--- config.mk ---
export PLATFORM = sky130hd
export DESIGN_NAME = uart_bus_master
export DESIGN_NICKNAME = d
export VERILOG_FILES = /design/src/rtl/uart_bus_master.sv
export SDC_FILE = /design/constraint.sdc
export NUM_CORES = 1
export LEC_CHECK = 0
export CORE_MARGIN = 2
export CORE_UTILIZATION = 59
export DETAILED_ROUTE_END_ITERATION = 6
export PLACE_DENSITY_LB_ADDON = 0.3
export SKIP_LAST_GASP = 1
export SLEW_MARGIN = 20
export SYNTH_ARGS = -nofsm -noshare
export SYNTH_HDL_FRONTEND = slang
export SYNTH_SLANG_ARGS = --single-unit
--- constraint.sdc ---
create_clock -name clk -period 3.23 [get_ports clk]
set_clock_uncertainty 0.1 [all_clocks]
set_input_delay 0.4845 -clock clk [delete_from_list [all_inputs] [get_ports clk]]
set_output_delay 0.4845 -clock clk [all_outputs]
set_load 0.1 [all_outputs]
--- src/rtl/uart_bus_master.sv ---
// UART command bridge: parses 'W'/'R' frames from rxd, performs one 16-bit bus
// access through a req/ack arbiter, and returns '.', read data or '?' on txd.
//
// state    | meaning
// IDLE     | waiting for a command byte
// ADDR_H   | collecting address[15:8]
// ADDR_L   | collecting address[7:0]
// DATA_H   | collecting write data[15:8]
// DATA_L   | collecting write data[7:0]
// REQ      | bus_req high, waiting for bus_ack
// ACCESS   | bus_en cycle in progress
// REPLY    | handing reply bytes to the transmit holding register
module uart_bus_master #(
  parameter int CLKSPEED     = 32000000,
  parameter int BAUD         = 115200,
  parameter int TIMEOUT_BITS = 2048
) (
  input  logic        clk,
  input  logic        reset_b,
  input  logic        rxd,
  output logic        txd,
  output logic        bus_req,
  input  logic        bus_ack,
  output logic        bus_en,
  output logic [15:0] address,
  output logic        rnw,
  output logic [15:0] dout,
  input  logic [15:0] din,
  output logic        busy
);

  localparam int DIV     = CLKSPEED / BAUD;
  localparam int TO_CLKS = TIMEOUT_BITS * DIV;
  localparam int BW      = $clog2(DIV + 1);
  localparam int TW      = $clog2(TO_CLKS + 1);
  localparam logic [BW-1:0] DIV_M1  = BW'(DIV - 1);
  localparam logic [BW-1:0] HALF_M1 = BW'(DIV / 2 - 1);
  localparam logic [TW-1:0] TO_M1   = TW'(TO_CLKS - 1);

  typedef enum logic [2:0] {RX_IDLE, RX_START, RX_DATA, RX_STOP, RX_WAIT} rx_state_t;
  typedef enum logic [2:0] {
    P_IDLE, P_ADDR_H, P_ADDR_L, P_DATA_H, P_DATA_L, P_REQ, P_ACCESS, P_REPLY
  } p_state_t;

  rx_state_t       rx_state;
  logic            rx_meta, rx_sync, rx_valid;
  logic [BW-1:0]   rx_cnt;
  logic [2:0]      rx_bit;
  logic [7:0]      rx_shift;

  logic            tx_active, tx_full, tx_free, hold_wr;
  logic [7:0]      tx_hold;
  logic [8:0]      tx_shift;
  logic [3:0]      tx_bits;
  logic [BW-1:0]   tx_cnt;

  p_state_t        p_state;
  logic            is_read;
  logic [15:0]     addr_reg, data_reg, reply_buf;
  logic [1:0]      reply_cnt;
  logic [TW-1:0]   to_cnt;

  always_ff @(posedge clk or negedge reset_b) begin
    if (!reset_b) begin
      rx_meta  <= 1'b1;
      rx_sync  <= 1'b1;
      rx_state <= RX_IDLE;
      rx_cnt   <= '0;
      rx_bit   <= '0;
      rx_shift <= '0;
      rx_valid <= 1'b0;
    end else begin
      rx_meta  <= rxd;
      rx_sync  <= rx_meta;
      rx_valid <= 1'b0;
      case (rx_state)
        RX_IDLE: if (!rx_sync) begin
          rx_state <= RX_START;
          rx_cnt   <= HALF_M1;
        end
        RX_START: if (rx_cnt == '0) begin
          if (rx_sync) rx_state <= RX_IDLE;  // glitch, not a real start bit
          else begin
            rx_state <= RX_DATA;
            rx_cnt   <= DIV_M1;
            rx_bit   <= '0;
          end
        end else rx_cnt <= rx_cnt - 1'b1;
        RX_DATA: if (rx_cnt == '0) begin
          rx_shift <= {rx_sync, rx_shift[7:1]};
          rx_cnt   <= DIV_M1;
          if (rx_bit == 3'd7) rx_state <= RX_STOP;
          else rx_bit <= rx_bit + 1'b1;
        end else rx_cnt <= rx_cnt - 1'b1;
        RX_STOP: if (rx_cnt == '0) begin
          if (rx_sync) begin
            rx_valid <= 1'b1;
            rx_state <= RX_IDLE;
          end else rx_state <= RX_WAIT;
        end else rx_cnt <= rx_cnt - 1'b1;
        RX_WAIT: if (rx_sync) rx_state <= RX_IDLE;
        default: rx_state <= RX_IDLE;
      endcase
    end
  end

  // Shifter can take the next byte in the last clock of a stop bit, so
  // back-to-back replies are exactly 10*DIV clocks apart.
  assign tx_free = !tx_active || (tx_cnt == '0 && tx_bits == 4'd0);
  assign hold_wr = (p_state == P_REPLY) && !tx_full;

  always_ff @(posedge clk or negedge reset_b) begin
    if (!reset_b) begin
      txd       <= 1'b1;
      tx_active <= 1'b0;
      tx_full   <= 1'b0;
      tx_hold   <= '0;
      tx_shift  <= '0;
      tx_bits   <= '0;
      tx_cnt    <= '0;
    end else begin
      if (hold_wr) begin
        tx_hold <= reply_buf[15:8];
        tx_full <= 1'b1;
      end
      if (tx_free && tx_full) begin
        txd       <= 1'b0;
        tx_shift  <= {1'b1, tx_hold};
        tx_bits   <= 4'd9;
        tx_cnt    <= DIV_M1;
        tx_active <= 1'b1;
        tx_full   <= 1'b0;
      end else if (tx_active) begin
        if (tx_cnt == '0) begin
          if (tx_bits == 4'd0) tx_active <= 1'b0;
          else begin
            txd      <= tx_shift[0];
            tx_shift <= {1'b0, tx_shift[8:1]};
            tx_bits  <= tx_bits - 1'b1;
            tx_cnt   <= DIV_M1;
          end
        end else tx_cnt <= tx_cnt - 1'b1;
      end
    end
  end

  always_ff @(posedge clk or negedge reset_b) begin
    if (!reset_b) begin
      p_state   <= P_IDLE;
      is_read   <= 1'b0;
      addr_reg  <= '0;
      data_reg  <= '0;
      reply_buf <= '0;
      reply_cnt <= '0;
      to_cnt    <= '0;
      bus_req   <= 1'b0;
      bus_en    <= 1'b0;
      rnw       <= 1'b1;
      address   <= '0;
      dout      <= '0;
    end else begin
      bus_en <= 1'b0;
      case (p_state)
        P_IDLE: if (rx_valid) begin
          to_cnt <= TO_M1;
          if (rx_shift == 8'h57 || rx_shift == 8'h52) begin
            is_read <= (rx_shift == 8'h52);
            p_state <= P_ADDR_H;
          end else begin
            reply_buf <= 16'h3F00;
            reply_cnt <= 2'd1;
            p_state   <= P_REPLY;
          end
        end
        P_ADDR_H, P_ADDR_L, P_DATA_H, P_DATA_L: begin
          if (rx_valid) begin
            to_cnt <= TO_M1;
            case (p_state)
              P_ADDR_H: begin
                addr_reg[15:8] <= rx_shift;
                p_state        <= P_ADDR_L;
              end
              P_ADDR_L: begin
                addr_reg[7:0] <= rx_shift;
                if (is_read) begin
                  bus_req <= 1'b1;
                  p_state <= P_REQ;
                end else p_state <= P_DATA_H;
              end
              P_DATA_H: begin
                data_reg[15:8] <= rx_shift;
                p_state        <= P_DATA_L;
              end
              default: begin
                data_reg[7:0] <= rx_shift;
                bus_req       <= 1'b1;
                p_state       <= P_REQ;
              end
            endcase
          end else if (to_cnt == '0) p_state <= P_IDLE;
          else to_cnt <= to_cnt - 1'b1;
        end
        P_REQ: if (bus_ack) begin
          bus_en  <= 1'b1;
          address <= addr_reg;
          rnw     <= is_read;
          if (!is_read) dout <= data_reg;
          p_state <= P_ACCESS;
        end
        P_ACCESS: begin
          bus_req <= 1'b0;
          rnw     <= 1'b1;
          if (is_read) begin
            reply_buf <= din;
            reply_cnt <= 2'd2;
          end else begin
            reply_buf <= 16'h2E00;
            reply_cnt <= 2'd1;
          end
          p_state <= P_REPLY;
        end
        P_REPLY: if (!tx_full) begin
          reply_buf <= {reply_buf[7:0], 8'h00};
          reply_cnt <= reply_cnt - 1'b1;
          if (reply_cnt == 2'd1) p_state <= P_IDLE;
        end
        default: p_state <= P_IDLE;
      endcase
    end
  end

  assign busy = (p_state != P_IDLE) || tx_active || tx_full;

endmodule

==> results of run 1 <==
-- report_power, final --
group | switching (uW) | internal (uW) | total [uW]
sequential | 1.35 | 2110 | 2110
combinational | 46.1 | 24.8 | 70.9
clock | 840 | 1250 | 2090
-- area by class of cell --
type	instances	area (sq um)
Clock buffer	19	442.9
Clock inverter	13	168.9
Fill cell	921	3741
Inverter	22	82.58
Multi-Input combinational cell	491	3318
Sequential cell	168	4209
Tap cell	172	215.2
Timing Repair Buffer	66	544.3
-- cells in the mapped netlist (3+ instances only) --
master / count / area (sq um)
mux2_2: 72 / 810.8
nor2_1: 49 / 183.9
dfrtp_1: 164 / 4104
buf_1: 3 / 11.26
a22oi_1: 5 / 37.54
o31a_1: 4 / 35.03
inv_1: 21 / 78.83
clkbuf_1: 27 / 101.4
nor3_1: 11 / 55.05
a211oi_1: 3 / 22.52
o21a_1: 3 / 22.52
o31ai_1: 11 / 82.58
a22o_1: 12 / 105.1
a21oi_1: 23 / 115.1
nand4_1: 5 / 31.28
nand2_1: 94 / 352.8
and4_1: 3 / 26.28
nand2b_1: 5 / 31.28
nor4b_1: 3 / 26.28
nor2b_1: 5 / 31.28
and3_1: 6 / 37.54
a31oi_1: 10 / 62.56
nor3b_1: 3 / 22.52
o22ai_1: 5 / 31.28
and2_1: 3 / 18.77
o21ai_1: 3 / 15.01
ha_1: 8 / 100.1
o41ai_1: 5 / 43.79
mux2i_1: 14 / 140.1
o21ai_0: 35 / 175.2
or4_1: 3 / 22.52
xnor2_1: 9 / 78.83
or3_1: 9 / 56.30
nand3_1: 17 / 85.08
dfstp_2: 4 / 105.1
nand3b_1: 3 / 22.52
o221ai_1: 8 / 70.07
a21o_1: 4 / 30.03
nor4_1: 8 / 50.05
o211ai_1: 3 / 22.52
-- metal layers --
| layer | global-route usage (%) | vias up | part of all wire [%] |
|---|---|---|---|
| li1 | - | 2701 | - |
| met1 | 30.05 | 2877 | 42 |
| met2 | 43.10 | 169 | 52 |
| met3 | 5.936 | 27 | 4.3 |
| met4 | 9.524 | 0 | 1.8 |
| met5 | 0 | - | 0 |
-- logic make-up after synthesis --
family,after synthesis
AOI/OAI and AO/OA,148
adders and majority gates,8
and+or+nand+nor,238
xor gates and xnor gates,10
DFF,168
buffers and inverters,56
muxes,87
-- worst register-to-register path, delay by kind of cell (launching register included) --
kind / cells / cell delay, ns
adder cells (fa/ha/maj): 1 / 0.18
buffers and inverters: 1 / 0.08
flip-flops: 1 / 0.39
multiplexers: 1 / 0.39
AND/OR/NAND/NOR: 3 / 1.43
-- how the worst max path moves through the flow --
stage | from | end | slack [ns] | cells past startpoint
4_1_cts | rx_cnt[0] | rx_shift[0] | 0.52 | 6
3_5_place_dp | rx_cnt[0] | rx_shift[0] | 0.54 | 6
5_1_grt | tx_cnt[0] | tx_shift[4] | 0.34 | 8
3_3_place_gp | rx_cnt[0] | rx_shift[0] | 0.66 | 6
2_1_floorplan | rx_cnt[0] | rx_shift[0] | 0.70 | 8
6_report | rx_cnt[0] | rx_shift[0] | 0.55 | 6
-- through the flow --
step / instances / cell area, sq um / worst slack, ns / hold slack [ns]
global route: 951 / 8981 / 0.3444 / 0.09533
finish: 951 / 8981 / 0.5455 / -0.01179
global placement: 919 / 8369 / 0.6625 / 0.2468
detailed placement: 919 / 8369 / 0.5419 / 0.2512
CTS: 951 / 8981 / 0.5157 / 0.05614
floorplan: 715 / 7755 / 0.6967 / 0.08891
==> results by group, run 1 <==
Yosys
  • Post-Synthesis Cells: 715
  • Mux cell area share after synthesis: 12.46%
  • Post-Synthesis Net Count: 743
  • FF+latch count, synth: 168
  • Synth warn: 0
  • Post-synth EDFFs: 0
  • Combinational family with the most area after synthesis: simple AND/OR/NAND/NOR gates
  • Post-synth ARST share: 100.0%
  • XOR/XNOR Fraction of Synth Area: 1.129%
  • Mapped cell area: 7755 sq um
  • Sequential area share after synthesis: a little over half
  • Mapped Avg Cell Area: around 11 sq um
  • Synth Area in Compound Gates: between 10% and 20%
  • Synth Area in Adders: about 1.3%
  • Top_reg_cell synth: dfrtp_1
  • Synth Area in Simple Gates: 14.99%
  • Synth unique cells: 65

Critical path
  • Crit-path leading delay family: simple AND/OR/NAND/NOR gates
  • Critical-path cell list: inv_1 -> ha_1 -> or4b_4 -> or3_1 -> nor3_4 -> mux2_2
  • Critical path data required time: between 3 and 4 ns
  • Crit-path max FO: 9
  • Worst path max stage delay: 0.53 ns
  • Slowest stage cell, crit path: or4b_4
  • Critical Path AT: 2.89 ns
  • RR Endpoint: rx_shift[0]
  • R2R Path Start: rx_cnt[0]
  • CP startpoint kind: register
  • Flop2flop setup slack: 0.55 ns
  • Crit end category: register
  • R2R cell count: 6
  • CP Buf/Inv Count: 1
  • WS Path Type: reg2reg

Timing
  • Slew HR: 42.88%
  • Fin. max-slew vios: 0
  • Worst-margin pin slew: 0.8567 ns
  • Hold_ws: -0.01179 ns
  • RSZ-0062 raised after global routing: no
  • Final hold viol count: 4
  • Final setup fails: 0
  • Peak Freq: around 370 MHz
  • Post-layout min period: 2.685 ns
  • Crit share post-route: 83.11%
  • Setup TNS: 0 ns

Cells and area
  • Layout Nets: 794
  • Antenna diodes: 0
  • Area Growth Syn to Fin: 15.81%
  • Max reg flops: 20
  • Share of cells above drive strength 1: approximately a fifth
  • Final Util: approximately 71%
  • Most frequent cells in the layout: 164 x dfrtp_1, 94 x nand2_1, 72 x mux2_2
  • Reg with most FFs: to_cnt
  • Commonest non-fill, non-tap cell in the layout: dfrtp_1

Detailed routing
  • DRC: 0
  • Routed wire length: 16,480 um
  • Post-route ant nets: 0
  • DRT iter0 DRCs: ~360
  • Wirelength per Cell: 17.33 um
  • Vias per cell: approximately 6
  • Via Count: 5,774
  • First-pass DRT Iterations: 7

Worst hold path
  • Hold Path Class: in2async

Flow run
  • Max-cap viol count: 0

Global route
  • Global-route wire length before repair: 28,210 um
  • Largest net degree at the start of global routing: 89
  • GRT Util Overall: 24.88%
  • Initial antenna violation count: 0
  • Gr ovfl total: 0
  • Vias in the first global route: ~5.8k

CTS
  • CTS tree: yes
  • Clock Latency Late Sink: about 0.42 ns
  • # clock sinks: 168
  • CTS root buffer: clkbuf_16
  • CTS HTree Levels: 4
  • Setup bufs post-CTS: 0
  • Post-cts resize count: 0
  • CTS Buffer Depth: 2
  • Cts hold-fix bufs: 0
  • Reg clk slew, reported paths: approximately 0.06 ns
  • TritonCTS buffer count: 17

Run status
  • Status: complete, but fails checks
  • Violated checks: negative hold slack

Power
  • Pwr per Cell Area: between 400 and 500 nW/um^2
  • Total Power: 4266 uW
  • Leak Pwr: 0.004347 uW
  • Worst vdd ir: 0.0004035 V

Floorplanning
  • Die W: ~120 um
  • Die Ht: about 120 um
  • Starting Density: 60.96%
  • Core Rows: 41
  • I/O pin count: between 50 and 60
  • Core footprint: 12,720 sq um
  • Die footprint: 14,080 sq um

Placed design
  • GP Congestion: 0.8384
  • Final HPWL DP: 11,310 um
  • Buffers added on ports: 56
No activity file was read; power rests on OpenSTA's default activity.
==> run 2, diff against run 1 <==
--- a/config.mk
+++ b/config.mk
@@ -6,7 +6,7 @@
 export NUM_CORES = 1
 export LEC_CHECK = 0
 export CORE_MARGIN = 2
-export CORE_UTILIZATION = 59
+export CORE_UTILIZATION = 53
 export DETAILED_ROUTE_END_ITERATION = 6
 export PLACE_DENSITY_LB_ADDON = 0.3
 export SKIP_LAST_GASP = 1
==> constraint.sdc (replaced) <==
create_clock -name clk -period 2.2 [get_ports clk]
set_clock_uncertainty 0.1 [all_clocks]
set_input_delay 0.33 -clock clk [delete_from_list [all_inputs] [get_ports clk]]
set_output_delay 0.33 -clock clk [all_outputs]
set_load 0.1 [all_outputs]
==> results by group, run 2 (synthesized netlist as in run 1, its figures left out) <==
Global route
  • Largest net degree at the start of global routing: 49 (-45%)
  • GRT Util Overall: 22.65% (-2.2 points)
  • Initial antenna violation count: 0 (unchanged)
  • Vias in the first global route: 5,935 (+1.7%)
  • Gr ovfl total: 0 (unchanged)
  • Global-route wire length before repair: 28,810 um (+2.1%)

Cells and area
  • Antenna diodes: 0 (unchanged)
  • Most frequent cells in the layout: 164 x dfrtp_1, 96 x buf_4, 94 x nand2_1
  • Final Instance Area: 9554 sq um (+6.4%)
  • Commonest non-fill, non-tap cell in the layout: dfrtp_1
  • Reg with most FFs: to_cnt
  • Area Growth Syn to Fin: 23.20%
  • Finished Layout Cells: 1,018 (+7.0%)
  • Final Util: 66.24% (-4.4 points)
  • # fillers: 1,067 (+16%)
  • Share of cells above drive strength 1: 28.54% (+7.2 points)
  • Max reg flops: 20 (unchanged)
  • Layout Nets: 851 (+7.2%)

Floorplanning
  • Die footprint: 15,620 sq um (+11%)
  • I/O pin count: 57 (unchanged)
  • Die Ht: 125.0 um (+5.3%)
  • Die W: 125.0 um (+5.3%)
  • Starting Density: 53.76% (-7.2 points)
  • Core footprint: 14,420 sq um (+13%)
  • Core Rows: 44 (+7.3%)

Timing
  • PnR worst setup slack: -0.1286 ns (-0.6741 ns)
  • Hold_ws: 0.2176 ns (+0.2294 ns)
  • Worst-margin pin slew: 0.6576 ns (-0.1991 ns)
  • RSZ-0062 raised after global routing: yes
  • Post-layout min period: 2.329 ns (-0.3559 ns)
  • Final hold viol count: 0 (-4)
  • Final setup fails: 12 (+12)
  • Fin. max-slew vios: 0 (unchanged)
  • Peak Freq: 429.4 MHz (+15%)
  • Crit share post-route: 105.8% (+23 points)
  • Slew HR: 56.16% (+13 points)

Flow run
  • Max-cap viol count: 0 (unchanged)

Critical path
  • Crit end category: register
  • Worst path max stage delay: 0.47 ns (-0.06 ns)
  • Critical-path cell list: inv_2 -> ha_4 -> or4b_4 -> or3_4 -> or3_4 -> mux2_4
  • Crit-path max FO: 4 (-5)
  • CP startpoint kind: register
  • Critical Path AT: 2.55 ns (-0.34 ns)
  • Critical path data required time: 2.42 ns (-1.02 ns)
  • Slowest stage cell, crit path: or4b_4
  • R2R cell count: 6 (unchanged)
  • WS Path Type: reg2reg
  • Worst path most repeated cell: or3_4

Placed design
  • GP Congestion: 0.8887 (+6.0%)
  • Area after DPL: 8770 sq um (+4.8%)
  • Buffers added on ports: 56 (unchanged)
  • Placed insts: 974 (+6.0%)
  • Final HPWL DP: 11,660 um (+3.1%)

Run status
  • Violated checks: negative setup slack
  • Status: complete, but fails checks

Detailed routing
  • Vias per cell: 5.843 (-3.8%)
  • Post-route ant nets: 0 (unchanged)
  • Via Count: 5,948 (+3.0%)
  • Routed wire length: 17,240 um (+4.6%)
  • DRC: 0 (unchanged)
  • Wirelength per Cell: 16.94 um (-2.3%)
  • First-pass DRT Iterations: 7 (unchanged)
  • DRT iter0 DRCs: 381 (+4.7%)

Worst hold path
  • Hold Path Depth: 1
  • Hold Path Class: in2reg

CTS
  • CTS tree: yes
  • CTS root buffer: clkbuf_16
  • Clock Latency Late Sink: 0.44 ns (+0.02 ns)
  • # clock sinks: 168 (unchanged)
  • CTS Buffer Depth: 2 (unchanged)
  • CTS HTree Levels: 4 (unchanged)
  • TritonCTS buffer count: 17 (unchanged)
  • Reg clk slew, reported paths: 0.06 ns (about the same)

Power
  • Worst vdd ir: 0.0005568 V (+38%)
  • Leak Pwr: 0.004645 uW (+6.8%)
  • Pwr per Cell Area: 638.4 nW/um^2 (+34%)
  • Total Power: 6100 uW (+43%)
## run 2: changes by cell type in the layout (fill, tap and decap cells not counted), moves of 3 or more
cell and change:
buf_4 +49, buf_12 +5, o21ai_0 -4, inv_1 -3, inv_2 +3
## run 2: critical path, delay by kind of cell, from the launching register on
| kind | cells | cell delay (ns) |
|---|---|---|
| adders and majority gates | 1 | 0.13 |
| and+or+nand+nor | 3 | 1.24 |
| muxes | 1 | 0.26 |
| buffers and inverters | 1 | 0.09 |
| DFF | 1 | 0.39 |
## run 2: final timing paths
check / start / endpoint / slack, ns
max: rx_cnt[0] / rx_bit[0] / -0.13
min: rxd / rx_meta / 0.22
max reg2reg: rx_cnt[0] / rx_bit[0] / -0.13
min reg2reg: rx_meta / rx_sync / 0.26
max in group asynchronous: reset_b / rnw / 1.01
min in group asynchronous: reset_b / tx_bits[1] / 0.30
## run 2: per-stage QoR
step | setup TNS (ns) | worst slack, ns
2_1_floorplan | -3.145 | -0.3333
3_3_place_gp | -1.605 | -0.1944
3_5_place_dp | -2.498 | -0.2614
4_1_cts | -0.7497 | -0.08844
5_1_grt | -2.393 | -0.1993
6_report | -1.099 | -0.1286
## run 2: report_power, final
group          internal, uW  switching (uW)
Sequential             3090            1.99
Combinational          43.7            70.3
Clock                  1670            1220
Total                  4810            1290
## run 2: layout make-up
class | count | area [sq um] | area share [%]
clock buffer | 20 | 436.7 | 4.570
inverter | 22 | 86.33 | 0.9036
timing repair buffer | 123 | 1045 | 10.94
multi-input combinational | 491 | 3425 | 35.84
tap | 184 | 230.2 | 2.410
clock inverter | 10 | 122.6 | 1.283
sequential | 168 | 4209 | 44.05
## run 2: metal layers
metal	vias up	GRT usage [%]	wire length [um]
met5	-	0	0
met2	140	37.92	8873
met3	30	5.263	650
met1	2966	28.87	7405
li1	2812	-	-
met4	0	8.693	313
## run 2: what timing repair did
item / CTS / global route
setup buffers: 6 / 7
pin swaps: 3 / 5
hold endpoints to repair: 40 / 0
hold buffers: 1 / 0
gates resized for setup: 11 / 20
endpoints found under the setup margin: 16 / 56
==> variant (config.mk and constraints of run 1) <==
Change the parameter `BAUD` from 115200 to 28800.
--- a/src/rtl/uart_bus_master.sv
+++ b/src/rtl/uart_bus_master.sv
@@ -12,7 +12,7 @@
 // REPLY    | handing reply bytes to the transmit holding register
 module uart_bus_master #(
   parameter int CLKSPEED     = 32000000,
-  parameter int BAUD         = 115200,
+  parameter int BAUD         = 28800,
   parameter int TIMEOUT_BITS = 2048
 ) (
   input  logic        clk,
Function: same outputs for any inputs over 10 cycles, from zero or initial values and one cycle with reset_b low; that may be too few to reach the edited logic, so the function may still have changed.
==> variant against run 1 <==
  * The run still ends with negative hold slack left
  * Sequential cell count rose by 6
  * Fmax fell by 2.0%
  * Die area rose by 3.4%
  * Final area rose by 3.4%
  * Worst setup slack got worse by 0.054 ns
  * Synthesized area rose by 3.5%
  * Synthesized cell count rose by 0.70%
  * Wire length fell by 0.53%
Power is not compared: it rests on default switching activity, and its combinational part moved more than twofold at a synthesized area within 25%.
==> variant: results (changes against run 1) <==
[outcome]
status = complete, but fails checks
violations = negative hold slack

[routing]
met2_length_mm = 8.48  ; -1.6%
first_pass_iters = 5  ; -2
wl_mm = 16.4  ; -0.53%
wl_met1_mm = 7.06  ; +2.7%
wl_per_cell_um = 17.0  ; -1.9%

[sta]
whs_ns = -0.0146  ; -0.00281 ns
hold_violations = 10  ; +6

[global_routing]
grt_pass1_wl_mm = 28.1  ; -0.54%
grt_use_total = 0.242  ; -0.00720
grt_util_met3 = 0.0514  ; -0.00795
grt_max_degree = 84  ; -5.6%
met2_usage = 0.406  ; -0.0246
met1_usage = 0.307  ; +0.00674

[finish]
inverters_excl_clock = 21  ; -4.5%
multi_input_area_share = 0.371  ; +0.00145
area_growth_pct = 15.8  ; about the same
nonClkBufAreaFrac = 0.0629  ; +0.00229
largest_register_ffs = 22  ; +10%
regArea_um2 = 4360  ; +3.6%
fillers = 942  ; +2.3%
comb.multi_input.count = 493  ; +0.41%
n_all_buffers = 68  ; +3.0%
nClkBuffers = 17  ; -2
final-clk-cell-share = 0.0648  ; -0.00334
nets = 803  ; +1.1%

[yosys]
synth_compound_area_frac = 0.124  ; -0.00542
synth_mux_area_frac = 0.132  ; +0.00721
ys_seq_area_frac = 0.543  ; about the same
synth_area_leaders = dfrtp_1 53%, mux2_2 12%, o21ai_0 2.6%
ys_seq_elements = 174  ; +3.6%
synthAdderAreaFrac = 0.0125  ; -0.000433
synth.cells.most_frequent = 170 x dfrtp_1, 85 x mux2_2, 55 x nand2_1
synth_area_per_cell_um2 = 11.1  ; +2.8%

[critical_path]
arrival_ns = 2.94  ; +0.05 ns
r2r-start = to_cnt[0]$_DFFE_PN0P_
crit_fanout = 14  ; +5

[pwr]
p_sw_mw = 1.74

[placement]
placed_cell_area_um2 = 8690  ; +3.8%
dp.cells = 932  ; +1.4%
gp_congestion = 0.907  ; +8.1%
dpl.hpwl_mm = 11.1  ; -2.0%
place_ws_ns = 0.546  ; +0.00424 ns

[die]
core_um2 = 13200  ; +4.1%

variant: worst paths after layout:
kind	end	slack, ns	cells past startpoint
worst max-delay path	to_cnt[5]$_DFFE_PN0P_	0.49	7
min in group clk	rx_sync$_DFF_PN1_	0.26	0
worst min-delay path	tx_shift[6]$_DFFE_PN0P_	-0.01	1
max in group asynchronous	rx_meta$_DFF_PN1_	2.24	2
worst max register to register	to_cnt[5]$_DFFE_PN0P_	0.49	7
worst min register to register	rx_sync$_DFF_PN1_	0.26	0
variant: critical path, stage by stage, from the launching register on:
cell and delay [ns]:
dfrtp_1 0.39, inv_1 0.11, ha_1 0.17, nor3b_1 0.40, nand4_1 0.48, o21ai_4 0.51, nor4_1 0.09, or3_1 0.36
variant: power groups by stage:
stage | logic, mW | clock network [mW] | registers (mW)
after global routing | 1.14 | 2.14 | 2.70
final | 1.02 | 2.02 | 2.66
after CTS | 1.02 | 2.05 | 2.66
after floorplan | 0.738 | 0 | 2.65
after detailed placement | 1.01 | 0 | 2.69
after global placement | 0.957 | 0 | 2.68
